**src/rtl/stochastic_neuron_pkg.sv**
```systemverilog
// -----------------------------------------------------------------------------
// stochastic_neuron_pkg
// Shared constants for the stochastic neuron datapath:
//   - operand and probability widths, input count, fixed-point fraction bits
//   - saturation limits (+INF / -INF) used by the accumulation chain
//   - piecewise-linear sigmoid breakpoints and offsets
//   - LFSR tap mask and the one-step LFSR helper
// -----------------------------------------------------------------------------
package stochastic_neuron_pkg;

   localparam int BITLENGTH         = 12;
   localparam int SIGMOID_BITLENGTH = 8;
   localparam int INPUT_DIM         = 15;
   localparam int FRAC_BITS         = 4;

   localparam logic signed [BITLENGTH-1:0] INF     = 12'sh7FF;
   localparam logic signed [BITLENGTH-1:0] NEG_INF = -INF;

   // Sigmoid segments on X = |sum|. The first breakpoint is 1.0 in the
   // sum's fixed-point format.
   localparam int SIG_BP0  = 1 << FRAC_BITS;
   localparam int SIG_BP1  = 38;
   localparam int SIG_BP2  = 80;
   localparam int SIG_OFF0 = 128;
   localparam int SIG_OFF1 = 160;
   localparam int SIG_OFF2 = 216;
   localparam int SIG_ONE  = 256;

   // Fibonacci taps on bits 7,5,4,3 (maximal length, period 255).
   localparam logic [SIGMOID_BITLENGTH-1:0] LFSR_TAPS     = 8'hB8;
   localparam logic [SIGMOID_BITLENGTH-1:0] LFSR_ZERO_SUB = 8'h01;

   function automatic logic [SIGMOID_BITLENGTH-1:0] lfsr_step(
      input logic [SIGMOID_BITLENGTH-1:0] q
   );
      return {q[SIGMOID_BITLENGTH-2:0], ^(q & LFSR_TAPS)};
   endfunction

endpackage

```
**src/rtl/stochastic_neuron_if.sv**
```systemverilog
// -----------------------------------------------------------------------------
// stochastic_neuron_if
// Operand / result bundle of one stochastic neuron.
//   in_valid  : operands valid this cycle
//   bias      : signed bias
//   weights   : packed signed weights, weight k at [k*BITLENGTH +: BITLENGTH]
//   inputs    : binary visible units, bit k gates weight k
//   out_valid : result registers valid
//   sum       : saturated pre-activation
//   prob      : sigmoid(sum) scaled to 0..255
//   sample    : Bernoulli sample, prob > rnd
// master = layer sequencer, slave = neuron.
// -----------------------------------------------------------------------------
interface stochastic_neuron_if import stochastic_neuron_pkg::*; ();

   logic                               in_valid;
   logic signed [BITLENGTH-1:0]        bias;
   logic [INPUT_DIM*BITLENGTH-1:0]     weights;
   logic [INPUT_DIM-1:0]               inputs;
   logic                               out_valid;
   logic signed [BITLENGTH-1:0]        sum;
   logic [SIGMOID_BITLENGTH-1:0]       prob;
   logic                               sample;

   modport master (
      output in_valid, bias, weights, inputs,
      input  out_valid, sum, prob, sample
   );

   modport slave (
      input  in_valid, bias, weights, inputs,
      output out_valid, sum, prob, sample
   );

endinterface

```
**src/rtl/ap_adder.sv**
```systemverilog
// -----------------------------------------------------------------------------
// ap_adder
// Combinational saturating adder: y = clamp(a + b, -INF, +INF).
//   a_i : signed operand
//   b_i : signed operand
//   y_o : saturated signed sum
// -----------------------------------------------------------------------------
module ap_adder import stochastic_neuron_pkg::*; (
   input  logic signed [BITLENGTH-1:0] a_i,
   input  logic signed [BITLENGTH-1:0] b_i,
   output logic signed [BITLENGTH-1:0] y_o
);

   localparam logic signed [BITLENGTH:0] POS_LIM = (BITLENGTH+1)'(INF);
   localparam logic signed [BITLENGTH:0] NEG_LIM = (BITLENGTH+1)'(NEG_INF);

   logic signed [BITLENGTH:0] s;

   always_comb begin
      // One guard bit holds any sum of two in-range operands exactly.
      s = (BITLENGTH+1)'(a_i) + (BITLENGTH+1)'(b_i);
      if (s > POS_LIM) begin
         y_o = INF;
      end else if (s < NEG_LIM) begin
         y_o = NEG_INF;
      end else begin
         y_o = s[BITLENGTH-1:0];
      end
   end

endmodule

```
**src/rtl/random_generator.sv**
```systemverilog
// -----------------------------------------------------------------------------
// random_generator
// 8-bit Fibonacci LFSR supplying the Bernoulli threshold.
//   clock  : rising-edge clock
//   reset  : synchronous active-high, loads seed_i (0 is replaced by 8'h01)
//   seed_i : LFSR seed
//   step_i : advance one state this cycle
//   rnd_o  : current LFSR state
// -----------------------------------------------------------------------------
module random_generator import stochastic_neuron_pkg::*; (
   input  logic                         clock,
   input  logic                         reset,
   input  logic [SIGMOID_BITLENGTH-1:0] seed_i,
   input  logic                         step_i,
   output logic [SIGMOID_BITLENGTH-1:0] rnd_o
);

   logic [SIGMOID_BITLENGTH-1:0] lfsr_q, lfsr_d;

   always_comb begin
      lfsr_d = lfsr_q;
      if (step_i) begin
         lfsr_d = lfsr_step(lfsr_q);
      end
   end

   always_ff @(posedge clock) begin
      if (reset) begin
         // The all-zero state is a lock-up state of the LFSR.
         lfsr_q <= (seed_i == '0) ? LFSR_ZERO_SUB : seed_i;
      end else begin
         lfsr_q <= lfsr_d;
      end
   end

   assign rnd_o = lfsr_q;

endmodule

```
**src/rtl/sigmoid.sv**
```systemverilog
// -----------------------------------------------------------------------------
// sigmoid
// Combinational 8-bit piecewise-linear sigmoid of a signed fixed-point sum.
//   sum_i  : signed pre-activation
//   prob_o : probability scaled to 0..255
// -----------------------------------------------------------------------------
module sigmoid import stochastic_neuron_pkg::*; (
   input  logic signed [BITLENGTH-1:0]  sum_i,
   output logic [SIGMOID_BITLENGTH-1:0] prob_o
);

   logic signed [BITLENGTH:0]   s_ext;
   logic [BITLENGTH:0]          x;
   logic [SIGMOID_BITLENGTH:0]  f;
   logic [SIGMOID_BITLENGTH:0]  neg_f;

   always_comb begin
      // Magnitude is taken one bit wider so that -2048 maps to 2048.
      s_ext = (BITLENGTH+1)'(sum_i);
      x     = (s_ext < 0) ? unsigned'(-s_ext) : unsigned'(s_ext);

      if (int'(x) < SIG_BP0) begin
         f = (SIGMOID_BITLENGTH+1)'(SIG_OFF0 + 4 * int'(x));
      end else if (int'(x) < SIG_BP1) begin
         f = (SIGMOID_BITLENGTH+1)'(SIG_OFF1 + 2 * int'(x));
      end else if (int'(x) < SIG_BP2) begin
         f = (SIGMOID_BITLENGTH+1)'(SIG_OFF2 + (int'(x) >> 1));
      end else begin
         f = (SIGMOID_BITLENGTH+1)'(SIG_ONE);
      end

      // Negative side mirrors around 128; f >= 128 keeps this in 0..128.
      neg_f = (SIGMOID_BITLENGTH+1)'(SIG_ONE) - f;

      if (!sum_i[BITLENGTH-1]) begin
         prob_o = f[SIGMOID_BITLENGTH] ? '1 : f[SIGMOID_BITLENGTH-1:0];
      end else begin
         prob_o = neg_f[SIGMOID_BITLENGTH-1:0];
      end
   end

endmodule

```
**src/rtl/stochastic_neuron.sv**
```systemverilog
// -----------------------------------------------------------------------------
// stochastic_neuron
// Stochastic binary neuron: saturating gated weighted sum, piecewise-linear
// sigmoid, Bernoulli sample against an LFSR. One result per in_valid, latency 1.
//   clock : rising-edge clock
//   reset : synchronous active-high; clears outputs, reloads the LFSR seed
//   seed  : LFSR seed, sampled during reset
//   nif   : operand/result bundle (slave side), see stochastic_neuron_if
// -----------------------------------------------------------------------------
module stochastic_neuron import stochastic_neuron_pkg::*; (
   input  logic                         clock,
   input  logic                         reset,
   input  logic [SIGMOID_BITLENGTH-1:0] seed,
   stochastic_neuron_if.slave           nif
);

   logic signed [BITLENGTH-1:0]  acc [INPUT_DIM+1];
   logic [SIGMOID_BITLENGTH-1:0] prob_w;
   logic [SIGMOID_BITLENGTH-1:0] rnd_w;

   logic                         out_valid_q, out_valid_d;
   logic signed [BITLENGTH-1:0]  sum_q, sum_d;
   logic [SIGMOID_BITLENGTH-1:0] prob_q, prob_d;
   logic                         sample_q, sample_d;

   assign acc[0] = nif.bias;

   // Saturation happens at every link, so the chain order is significant.
   for (genvar k = 0; k < INPUT_DIM; k++) begin : g_chain
      logic signed [BITLENGTH-1:0] term;
      assign term = nif.inputs[k] ? nif.weights[k*BITLENGTH +: BITLENGTH] : '0;
      ap_adder u_add (
         .a_i (acc[k]),
         .b_i (term),
         .y_o (acc[k+1])
      );
   end

   sigmoid u_sig (
      .sum_i  (acc[INPUT_DIM]),
      .prob_o (prob_w)
   );

   // The sample uses the state before this cycle's step.
   random_generator u_rng (
      .clock  (clock),
      .reset  (reset),
      .seed_i (seed),
      .step_i (nif.in_valid),
      .rnd_o  (rnd_w)
   );

   always_comb begin
      out_valid_d = nif.in_valid;
      sum_d       = sum_q;
      prob_d      = prob_q;
      sample_d    = sample_q;
      if (nif.in_valid) begin
         sum_d    = acc[INPUT_DIM];
         prob_d   = prob_w;
         sample_d = (prob_w > rnd_w);
      end
   end

   always_ff @(posedge clock) begin
      if (reset) begin
         out_valid_q <= 1'b0;
         sum_q       <= '0;
         prob_q      <= '0;
         sample_q    <= 1'b0;
      end else begin
         out_valid_q <= out_valid_d;
         sum_q       <= sum_d;
         prob_q      <= prob_d;
         sample_q    <= sample_d;
      end
   end

   assign nif.out_valid = out_valid_q;
   assign nif.sum       = sum_q;
   assign nif.prob      = prob_q;
   assign nif.sample    = sample_q;

endmodule

```
**src/flat_wrapper.sv**
```systemverilog
// flat-port wrapper written by rule: the top's interface ports become plain ports
module stochastic_neuron_flat import stochastic_neuron_pkg::*;
  (clock, reset, seed, nif_in_valid, nif_bias, nif_weights, nif_inputs, nif_out_valid, nif_sum, nif_prob, nif_sample);
  stochastic_neuron_if nif_i ();
  input  logic clock;
  input  logic reset;
  input  logic [SIGMOID_BITLENGTH-1:0] seed;
  input wire logic [$bits(nif_i.in_valid)-1:0] nif_in_valid;
  input wire logic [$bits(nif_i.bias)-1:0] nif_bias;
  input wire logic [$bits(nif_i.weights)-1:0] nif_weights;
  input wire logic [$bits(nif_i.inputs)-1:0] nif_inputs;
  output wire logic [$bits(nif_i.out_valid)-1:0] nif_out_valid;
  output wire logic [$bits(nif_i.sum)-1:0] nif_sum;
  output wire logic [$bits(nif_i.prob)-1:0] nif_prob;
  output wire logic [$bits(nif_i.sample)-1:0] nif_sample;
  assign nif_i.in_valid = nif_in_valid;
  assign nif_i.bias = nif_bias;
  assign nif_i.weights = nif_weights;
  assign nif_i.inputs = nif_inputs;
  assign nif_out_valid = nif_i.out_valid;
  assign nif_sum = nif_i.sum;
  assign nif_prob = nif_i.prob;
  assign nif_sample = nif_i.sample;
  stochastic_neuron u_core (.clock(clock), .reset(reset), .seed(seed), .nif(nif_i));
endmodule
```
**config.mk**
```make
export PLATFORM = sky130hd
export DESIGN_NAME = stochastic_neuron_flat
export DESIGN_NICKNAME = d
export VERILOG_FILES = /design/src/rtl/stochastic_neuron_pkg.sv /design/src/rtl/stochastic_neuron_if.sv /design/src/rtl/ap_adder.sv /design/src/rtl/random_generator.sv /design/src/rtl/sigmoid.sv /design/src/rtl/stochastic_neuron.sv /design/src/flat_wrapper.sv
export SDC_FILE = /design/constraint.sdc
export NUM_CORES = 1
export LEC_CHECK = 0
export CAP_MARGIN = 10
export CORE_MARGIN = 1.5
export CORE_UTILIZATION = 40
export DETAILED_ROUTE_END_ITERATION = 10
export GPL_TIMING_DRIVEN = 1
export SLEW_MARGIN = 15
export SYNTH_ARGS = -nofsm -noshare
export SYNTH_HDL_FRONTEND = slang
export SYNTH_SLANG_ARGS = --single-unit
```
**constraint.sdc**
```tcl
create_clock -name clock -period 115.7 [get_ports clock]
set_input_delay 28.925 -clock clock [delete_from_list [all_inputs] [get_ports clock]]
set_output_delay 28.925 -clock clock [all_outputs]
set_load 0.01 [all_outputs]
```
==> flow_summary.toml, run 1 <==
[synth]
ys_top_cells_by_count = "a21oi_1, ha_1, and2_1"
synth.most_common_cell = "a21oi_1"
syn_avg_cell_area_um2 = 7.45
synth.distinct_cells = 96
ys_async_sr_fraction = 0
synth.yosys.seq_area_share = 0.0549
ys_ff_latch = 30
synthesis.area_um2 = 12400
ys.flop_type = "dfxtp_1"
synth_edf_count = 8
synthCells = 1663
yosys_warnings = 0
synth_area_leaders = "ha_1, a21oi_1, and2_1"
synth_top_cell_area_share = 0.193
synth_top_area_cell = "ha_1"
synth_nets = 2087

[placed_design]
dpl.hpwl_um = 28600
routabilityCongestion = 0.899
portBuffers = 239

[worst_setup_path]
crit_path_frequent_cell = "a21oi_1"
startpoint_type = "primary input"
cp-endpoint = "u_core.nif.sample"
critPathKind = "in2reg"
required_ps = 115860
r2r_end = "u_core.nif.sample"
cp_num_cells = 257
crit_fanout = 13
end_kind = "register"
worstReg2RegStart = "u_core.u_rng.rnd_o[3]"
critPathArrivalTime_ps = 80620
worst-path-buf-inv = 26
crit_family = "compound AO/OA/AOI/OAI gates"
critPathMaxStageDelay_ps = 650
slowest_stage = "a31oi_1"
crit_start = "nif_inputs[0]"
reg2reg_slack_ps = 113690
worst-r2r-cell-count = 12

[grt]
first_global_vias = 11900
overflow = 0
grt_pass1_wl_um = 54300
grt_antenna_before_repair = 4
grt_max_degree = 29
grt.total_usage = 0.203

[sta]
fin_tns_setup_ps = 0
finalCritPeriodShare = 0.695
timing.slew.headroom = 0.269
skew_ps = 1.69
slew_violations = 0
finalCriticalPeriod_ps = 80460
setup_viol = 0
finalHoldViolCount = 0
rsz0062_at_grt = "no"
worst_pin_slew_ps = 1100
fmax_mhz = 12.4

[floorplan]
die_y_um = 179
core_area_um2 = 30500
fp.dieW_um = 179
initial_utilization = 0.406
pin_count = 240
rows = 64
dieArea_um2 = 32000

[cts]
cts_tree = "done"
ctsHtreeMaxLevel = 2
numCtsBuffers = 5
ctsHoldBuffers = 0
insertion_delay_ps = 280
ctsRootBufferMaster = "clkbuf_16"
clkTransAtPathRegs_ps = 60
postCtsSetupRepairBufs = 0
clockBufferDepth = 2
cts.sinks = 30
cts_resized = 0

[routing]
via_per_inst = 5.33
drt_iter0_markers = 608
wl_per_cell_um = 14.4
drt_wl_total_um = 32800
first_pass_iters = 5
drc = 0
routed-via-count = 12100
ant_nets = 0

[run_status]
status = "finished, final reports clean"

[layout]
drive_gt1_frac = 0.0320
ff_latch_area_um2 = 681
fillCellCount = 3066
multi_input_area_um2 = 11100
finish.net_count = 2299
area_growth_pct = 23.4

[hold_path]
hp-class = "reg2reg"

[flow_run]
cap_viol_max_count = 0
[metal layers]
metal / share of wire / global-route usage / routed length, um
met5: 0.00076 / 0 / 25
met4: 0.017 / 0.0424 / 542
met3: 0.038 / 0.0168 / 1260
met2: 0.47 / 0.360 / 15500
met1: 0.47 / 0.265 / 15500
[state kept, by name, indices dropped and copies added (netlist names)]
| signal | count |
|---|---|
| u_core.u_rng.rnd_o | 8 |
| u_core.nif.prob | 8 |
| u_core.nif.sample | 1 |
| u_core.nif.sum | 12 |
| u_core.nif.out_valid | 1 |
[layout by cell type, fill, tap and decap left out, types with 6 or more instances in the layout]
master and n:
o21ai_1 10, o21ai_0 53, o211ai_1 8, clkdlybuf4s50_1 239
a31oi_1 18, nor4_1 14, dfxtp_1 22, xor2_1 38
a211oi_1 8, inv_1 130, fa_1 15, nand2_1 86
nor4bb_1 6, o21bai_1 62, xnor2_1 112, nand2b_1 30
or3b_2 12, edfxtp_1 8, nand4_1 15, nor3_1 16
maj3_1 67, a21o_1 60, and2_1 168, or4_1 7
a21oi_1 210, nand3_1 21, o21a_1 16, nor2b_1 25
ha_1 191, nor2_1 78
[worst min path at each step]
| stage | from | to | slack, ps | depth (start not counted) |
|---|---|---|---|---|
| 6_report | u_core.nif.sum[0] | u_core.nif.sum[0] | 460 | 2 |
| 3_3_place_gp | u_core.nif.sum[11] | u_core.nif.sum[11] | 450 | 2 |
| 4_1_cts | u_core.nif.sum[0] | u_core.nif.sum[0] | 470 | 2 |
| 2_1_floorplan | u_core.nif.prob[0] | u_core.nif.prob[0] | 490 | 2 |
| 5_1_grt | u_core.nif.sum[2] | u_core.nif.sum[2] | 490 | 2 |
| 3_5_place_dp | u_core.nif.sum[0] | u_core.nif.sum[0] | 450 | 2 |
[layout make-up]
class | count | area share
multi-input cells | 1463 | 0.723
flip-flops and latches | 30 | 0.0445
well taps | 396 | 0.0324
clock buffers | 5 | 0.00819
clock inverters | 3 | 0.00106
diodes | 1 | 0.000164
inverters | 134 | 0.0329
repair buffers | 241 | 0.158
[cells by family (layout without fill, tap and decap cells)]
family / Yosys count / count (layout) / share of synthesized area
AND/OR/NAND/NOR: 512 / 512 / 0.233
multiplexers: 7 / 7 / 0.00586
AO/OA/AOI/OAI: 520 / 520 / 0.275
adder cells (fa/ha/maj): 273 / 273 / 0.271
buffers and inverters: 170 / 383 / 0.0527
other: 0 / 1 / 0
flip-flops: 30 / 30 / 0.0549
XOR/XNOR: 151 / 151 / 0.107
[through the flow]
step	utilization	instance area [um^2]	std cells	hold slack, ps	setup slack (ps)
after floorplan	-	12400	1663	487	41590
after global placement	0.496	15100	2264	453	36710
after detailed placement	0.496	15100	2264	455	35210
after CTS	0.501	15300	2272	465	35430
after global routing	0.501	15300	2273	487	29610
final	0.501	15300	2273	460	35240
[worst register-to-register path: stages, from the launching register on]
cell and delay (ps):
edfxtp_1 410, inv_1 120, ha_1 250, nand3_1 110
o22ai_1 80, o21a_1 160, o21a_1 150, o21ai_0 150
nand2b_1 70, a21oi_1 140, a21oi_1 50, mux2i_1 140
nor2_1 50
Power of run 1 is not shown: default switching activity piles up to over one toggle a cycle in this logic, so the estimate is an artifact.
==> run 2, diff against run 1 <==
==> constraint.sdc (replaced) <==
create_clock -name clock -period 76.5 [get_ports clock]
set_input_delay 19.125 -clock clock [delete_from_list [all_inputs] [get_ports clock]]
set_output_delay 19.125 -clock clock [all_outputs]
set_load 0.01 [all_outputs]
==> run 2 against run 1 <==
  * Die area unchanged
  * Non-clock buffer count is the same
  * Via count about the same
  * Sequential cell count did not move
  * Register-to-register slack lost 39000 ps
  * Clock skew is 0.65 ps lower
==> flow_summary.toml, run 2 (synthesis gave the netlist of run 1 again) <==
[sta]
timing.slew.headroom = 0.333
setup_viol = 0
skew_ps = 1.04
rsz0062_at_grt = "no"
finalHoldViolCount = 0
worst_pin_slew_ps = 1000
fin_tns_setup_ps = 0
finalCriticalPeriod_ps = 71200
finalCritPeriodShare = 0.931
fmax_mhz = 14.0
slew_violations = 0

[grt]
overflow = 0
grt_max_degree = 29
grtUsageMet2 = 0.367
grt-busiest-layer = "met2"
first_global_vias = 11700
met1_usage = 0.260
grt_pass1_wl_um = 53700
grt_use_met3 = 0.0178
grt_antenna_before_repair = 3
grt.total_usage = 0.201

[cts]
postCtsSetupRepairBufs = 0
ctsRootBufferMaster = "clkbuf_16"
clkTransAtPathRegs_ps = 50
cts_tree = "done"
cts.sinks = 30
insertion_delay_ps = 280
numCtsBuffers = 5
ctsHoldBuffers = 0
clockBufferDepth = 2
cts_resized = 0
ctsHtreeMaxLevel = 2

[flow_run]
cap_viol_max_count = 0

[placed_design]
dpl.hpwl_um = 28600
routabilityCongestion = 0.904
dp.cells = 2264
portBuffers = 239

[routing]
routed-via-count = 12100
drt_iter0_markers = 578
ant_nets = 0
drc = 0
drt_wl_total_um = 32600
wl_per_cell_um = 14.3
first_pass_iters = 5
via_per_inst = 5.32

[layout]
largest_reg_flops = 12
final_cell_mix = "clkdlybuf4s50_1, a21oi_1, ha_1"
fin_cells = 2274
finish.net_count = 2299
layout_commonest_cell = "clkdlybuf4s50_1"
drive_gt1_frac = 0.0320
area_growth_pct = 23.4

[worst_setup_path]
critPathArrivalTime_ps = 71360
critPathMaxStageDelay_ps = 670
critPathKind = "in2reg"
end_kind = "register"
worst-path-buf-inv = 26
crit_family = "compound AO/OA/AOI/OAI gates"
slowest_stage = "a31oi_1"
startpoint_type = "primary input"
crit_fanout = 13
crit_path_frequent_cell = "a21oi_1"
required_ps = 76660

[floorplan]
core_area_um2 = 30500
pin_count = 240
die_y_um = 179
fp.dieW_um = 179
dieArea_um2 = 32000
initial_utilization = 0.406
rows = 64

[run_status]
status = "finished, final reports clean"

[hold_path]
hp-class = "reg2reg"
==> run 2: changes by cell type in the layout (fill, tap and decap cells not counted), sizes merged <==
cell	change
diode	+1
==> run 2: final timing paths <==
path	cells past startpoint	end	startpoint	slack (ps)
max	259	u_core.nif.sample	nif_inputs[0]	5300
min	2	u_core.nif.sum[0]	u_core.nif.sum[0]	450
max reg2reg	12	u_core.nif.sample	u_core.u_rng.rnd_o[3]	74480
min reg2reg	2	u_core.nif.sum[0]	u_core.nif.sum[0]	450
==> run 2: cell type report <==
type	instances	area [um^2]
fill	3043	15200
multi-input combinational	1463	11100
timing repair buffer	241	2410
sequential	30	681
inverter	134	503
tap	396	495
clock buffer	5	125
clock inverter	3	16.3
antenna	2	5.00
==> run 2: metrics by stage <==
step | setup WS, ps | instance area, um^2 | utilization | hold slack, ps
6_report | 5300 | 15300 | 0.501 | 454
5_1_grt | 297 | 15300 | 0.501 | 484
4_1_cts | 5450 | 15300 | 0.501 | 458
3_5_place_dp | 5330 | 15100 | 0.496 | 447
3_3_place_gp | 7070 | 15100 | 0.496 | 440
2_1_floorplan | 12190 | 12400 | - | 487
==> run 2: worst min-delay path: cells and delay by family, from the launching register on <==
kind / cells / cell delay [ps]
AND/OR/NAND/NOR: 1 / 40
AO/OA/AOI/OAI: 1 / 60
flip-flops: 1 / 320
==> run 2: layer usage <==
layer | up-vias | share of wire
met5 | - | 0.00034
met4 | 2 | 0.0063
met3 | 18 | 0.032
met2 | 195 | 0.48
met1 | 5481 | 0.48
li1 | 6401 | -
Power of run 2 is left out for the same reason.
==> variant 1 (config.mk and constraints of run 2) <==
Change the package constant `BITLENGTH` from 12 to 14.
--- a/src/rtl/stochastic_neuron_pkg.sv
+++ b/src/rtl/stochastic_neuron_pkg.sv
@@ -10,3 +10,3 @@
 
-   localparam int BITLENGTH         = 12;
+   localparam int BITLENGTH         = 14;
    localparam int SIGMOID_BITLENGTH = 8;
Ports: changed (resized nif_bias, nif_sum and nif_weights); port bits go from 240 to 274. No check against the original RTL was run, so the function may have changed too.
==> variant 1 against run 2 <==
  * Routed wire length is 24% higher
  * Synthesized cell count up 20%
  * Critical endpoint unchanged
  * Synthesized area increased by 14%
  * Sequential cell count increased by 2
  * Worst hold slack worse by 0.014 ns
  * Worst setup slack got worse by 0.44 ns
  * Cell area up 15%
  * Maximum frequency down 0.62%
Power is left out: the tool's default activity adds up to more than one toggle a clock period on the data nets, which glitch-free logic cannot reach.
==> variant 1: results <==
{
  "numPortBuffers": 273,
  "cpMaxStageDelayCell": "or4_1",
  "r2r_setup_slack_ns": 74.55,
  "via_per_inst": 5.38,
  "grt_pass1_vias": 13997,
  "drt_iter0_markers": 706,
  "cp.arrival_ns": 71.81,
  "slew_headroom_pct": 50.9,
  "critical-path-max-stage-delay_ns": 0.56,
  "antenna_found_initial": 13,
  "drive_gt1_share_pct": 2.51,
  "whs_ns": 0.440,
  "ys_types": 84,
  "routed_wl_mm": 40.5,
  "gp_congestion": 0.891,
  "nets": 2720,
  "largest_reg_flops": 14,
  "grt_pass1_wl_mm": 64.6,
  "gr-usage-all-layers_pct": 21.3,
  "clock_latency_ns": 0.28,
  "synth_nets": 2485,
  "yosysSeqAreaShare_pct": 5.10,
  "outcome": "completed",
  "synthTopCellsByArea": "ha_1, xnor2_1, and2_1, a21oi_1, o21ai_0",
  "hold_path_end": "u_core.nif.sum[13]",
  "r2r_start": "u_core.u_rng.rnd_o[1]",
  "fin_skew_ns": 0.00254
}
[variant 1: timing repair]
action,CTS,global route
endpoints found under the hold margin,0,0
setup endpoints to repair,0,3
gates resized for setup,0,14
buffers inserted,0,7
[variant 1: how the worst max path moves through the flow]
| stage | to | cells after the start |
|---|---|---|
| 6_report | u_core.nif.sample | 258 |
| 5_1_grt | u_core.nif.sample | 258 |
| 4_1_cts | u_core.nif.sample | 259 |
| 3_5_place_dp | u_core.nif.sample | 259 |
| 3_3_place_gp | u_core.nif.sample | 259 |
| 2_1_floorplan | u_core.nif.sample | 262 |
[variant 1: logic make-up (layout without fill, tap and decap cells)]
logic type                 Yosys count  after routing  share of synthesized area, %
AOI/OAI and AO/OA                  703            703                          31.8
xor gates and xnor gates           172            172                          10.8
adders and majority gates          242            242                          22.2
buffers and inverters              222            458                          6.03
DFF                                 32             32                          5.10
muxes                               13             13                         0.929
other                                0              5                             0
and+or+nand+nor                    609            609                          23.1
[variant 1: area by class of cell]
cell class | instances | area, µm²
Clock buffer | 6 | 150
Inverter | 166 | 623
Fill cell | 3443 | 17100
Antenna cell | 5 | 12.5
Timing Repair Buffer | 284 | 2820
Sequential cell | 32 | 721
Tap cell | 455 | 569
Clock inverter | 2 | 11.3
Multi-Input combinational cell | 1739 | 12600
[variant 1: metal layers]
layer / global-route usage (%) / wire, µm
met3: 3.45 / 1980
met2: 38.4 / 19100
met1: 26.8 / 18800
met4: 3.48 / 597
met5: 0 / 105
[variant 1: through the flow]
stage | instance area [µm²] | cells | worst slack, ns
2_1_floorplan | 14100 | 1993 | 10.15
3_3_place_gp | 17200 | 2669 | 4.91
3_5_place_dp | 17200 | 2669 | 3.69
4_1_cts | 17400 | 2677 | 3.73
5_1_grt | 17500 | 2685 | 0.298
6_report | 17500 | 2689 | 4.86
==> variant 2 (settings of run 2) <==
Without the edit above. `sum_q` no longer has a reset.
--- a/src/rtl/stochastic_neuron.sv
+++ b/src/rtl/stochastic_neuron.sv
@@ -67,3 +67,2 @@
          out_valid_q <= 1'b0;
-         sum_q       <= '0;
          prob_q      <= '0;
@@ -72,3 +71,2 @@
          out_valid_q <= out_valid_d;
-         sum_q       <= sum_d;
          prob_q      <= prob_d;
@@ -76,2 +74,6 @@
       end
+   end
+
+   always_ff @(posedge clock) begin
+      sum_q <= sum_d;
    end
Check against the original RTL: not equivalent (a bounded check fails within 4 cycles, from zero or initial values and one cycle with reset high).
==> variant 2 against run 2 <==
  * Routed wire length grew 3.2%
  * Worst setup slack better by 0.76 ns
  * Sequential cell count is the same
  * Cell area grew 0.16%
  * Synthesized area rose by 0.43%
  * Cell count grew 1.7%
  * Global-route usage rose by 0.74 points
  * Core utilization is essentially flat
  * Non-clock buffer count increased by 1
  * Maximum frequency up 1.1%
  * Via count up 1.1%
Power is not shown: default switching activity piles up to over one toggle a cycle in this logic, so the estimate is an artifact.
==> variant 2: results <==
{
  "syn-instance-count": 1706,
  "clock_area_share_pct": 0.891,
  "taps": 396,
  "antenna_found_initial": 1,
  "critPathMaxFanout": 22,
  "synth.area.mux_share_pct": 0.573,
  "multi_input_area_share_pct": 71.2,
  "gp_congestion": 0.877,
  "antenna_cells": 1,
  "n_all_inverters": 148,
  "seq_area_share_pct": 5.23,
  "synth_nets": 2130,
  "multi_input_comb_cells": 1488,
  "buffer_area_share_pct": 15.8,
  "hold_path_end": "u_core.nif.prob[2]",
  "num_vias": 12225,
  "min_from": "u_core.nif.prob[2]",
  "synth_common_cells": "a21oi_1, ha_1, and2_1, inv_1, o21ai_0",
  "nets": 2339,
  "dpl_cell_area_um2": 15200,
  "drive_gt1_share_pct": 3.03,
  "synthAdderAreaFrac_pct": 26.3,
  "critical-path-max-stage-delay_ns": 0.71,
  "dp_hpwl_mm": 29.6,
  "synth_edf_count": 20,
  "outcome": "completed",
  "synthXorXnorAreaFrac_pct": 9.50,
  "signal_buffers": 242,
  "n_fill_cell": 3065,
  "r2r_setup_slack_ns": 74.37,
  "synthTopCellsByArea": "ha_1, and2_1, a21oi_1, xnor2_1, edfxtp_1",
  "synth_compound_area_share_pct": 26.4,
  "grt_pass1_wl_mm": 55.7,
  "sequential_cell_total": 30,
  "fin_skew_ns": 0.00175,
  "slew_headroom_pct": 40.7,
  "drt_iter0_markers": 690,
  "synth_ff_type": "edfxtp_1",
  "grt_max_degree": 31,
  "worst_hold_path.num_cells": 2,
  "post-route-util_pct": 50.1
}
==> variant 2: changes by cell type in the layout (fill, tap and decap cells not counted), moves of 14 or more <==
cell	before	now
o21ai_0	53	114
nand2_1	86	109
inv_1	130	146
or3_1	4	18
o21bai_1	62	10
xor2_1	38	59
xnor2_1	112	76
==> variant 2: how the worst max path moves through the flow <==
stage | from | to | slack, ns | cells past startpoint
floorplan | nif_inputs[0] | u_core.nif.sample | 13.16 | 246
global placement | nif_inputs[0] | u_core.nif.sample | 7.53 | 251
detailed placement | nif_inputs[0] | u_core.nif.sample | 6.20 | 250
CTS | nif_inputs[0] | u_core.nif.sample | 6.24 | 250
global route | nif_inputs[0] | u_core.nif.sample | 0.20 | 255
finish | nif_inputs[0] | u_core.nif.sample | 6.06 | 249
==> variant 2: layer usage <==
metal  wire [µm]  track usage (%)  up-vias
met1       16800             28.8     5499
met4         274             2.58        0
met2       15700             36.8      230
met3         932            0.612       15
met5           0                0        -
li1            -                -     6481
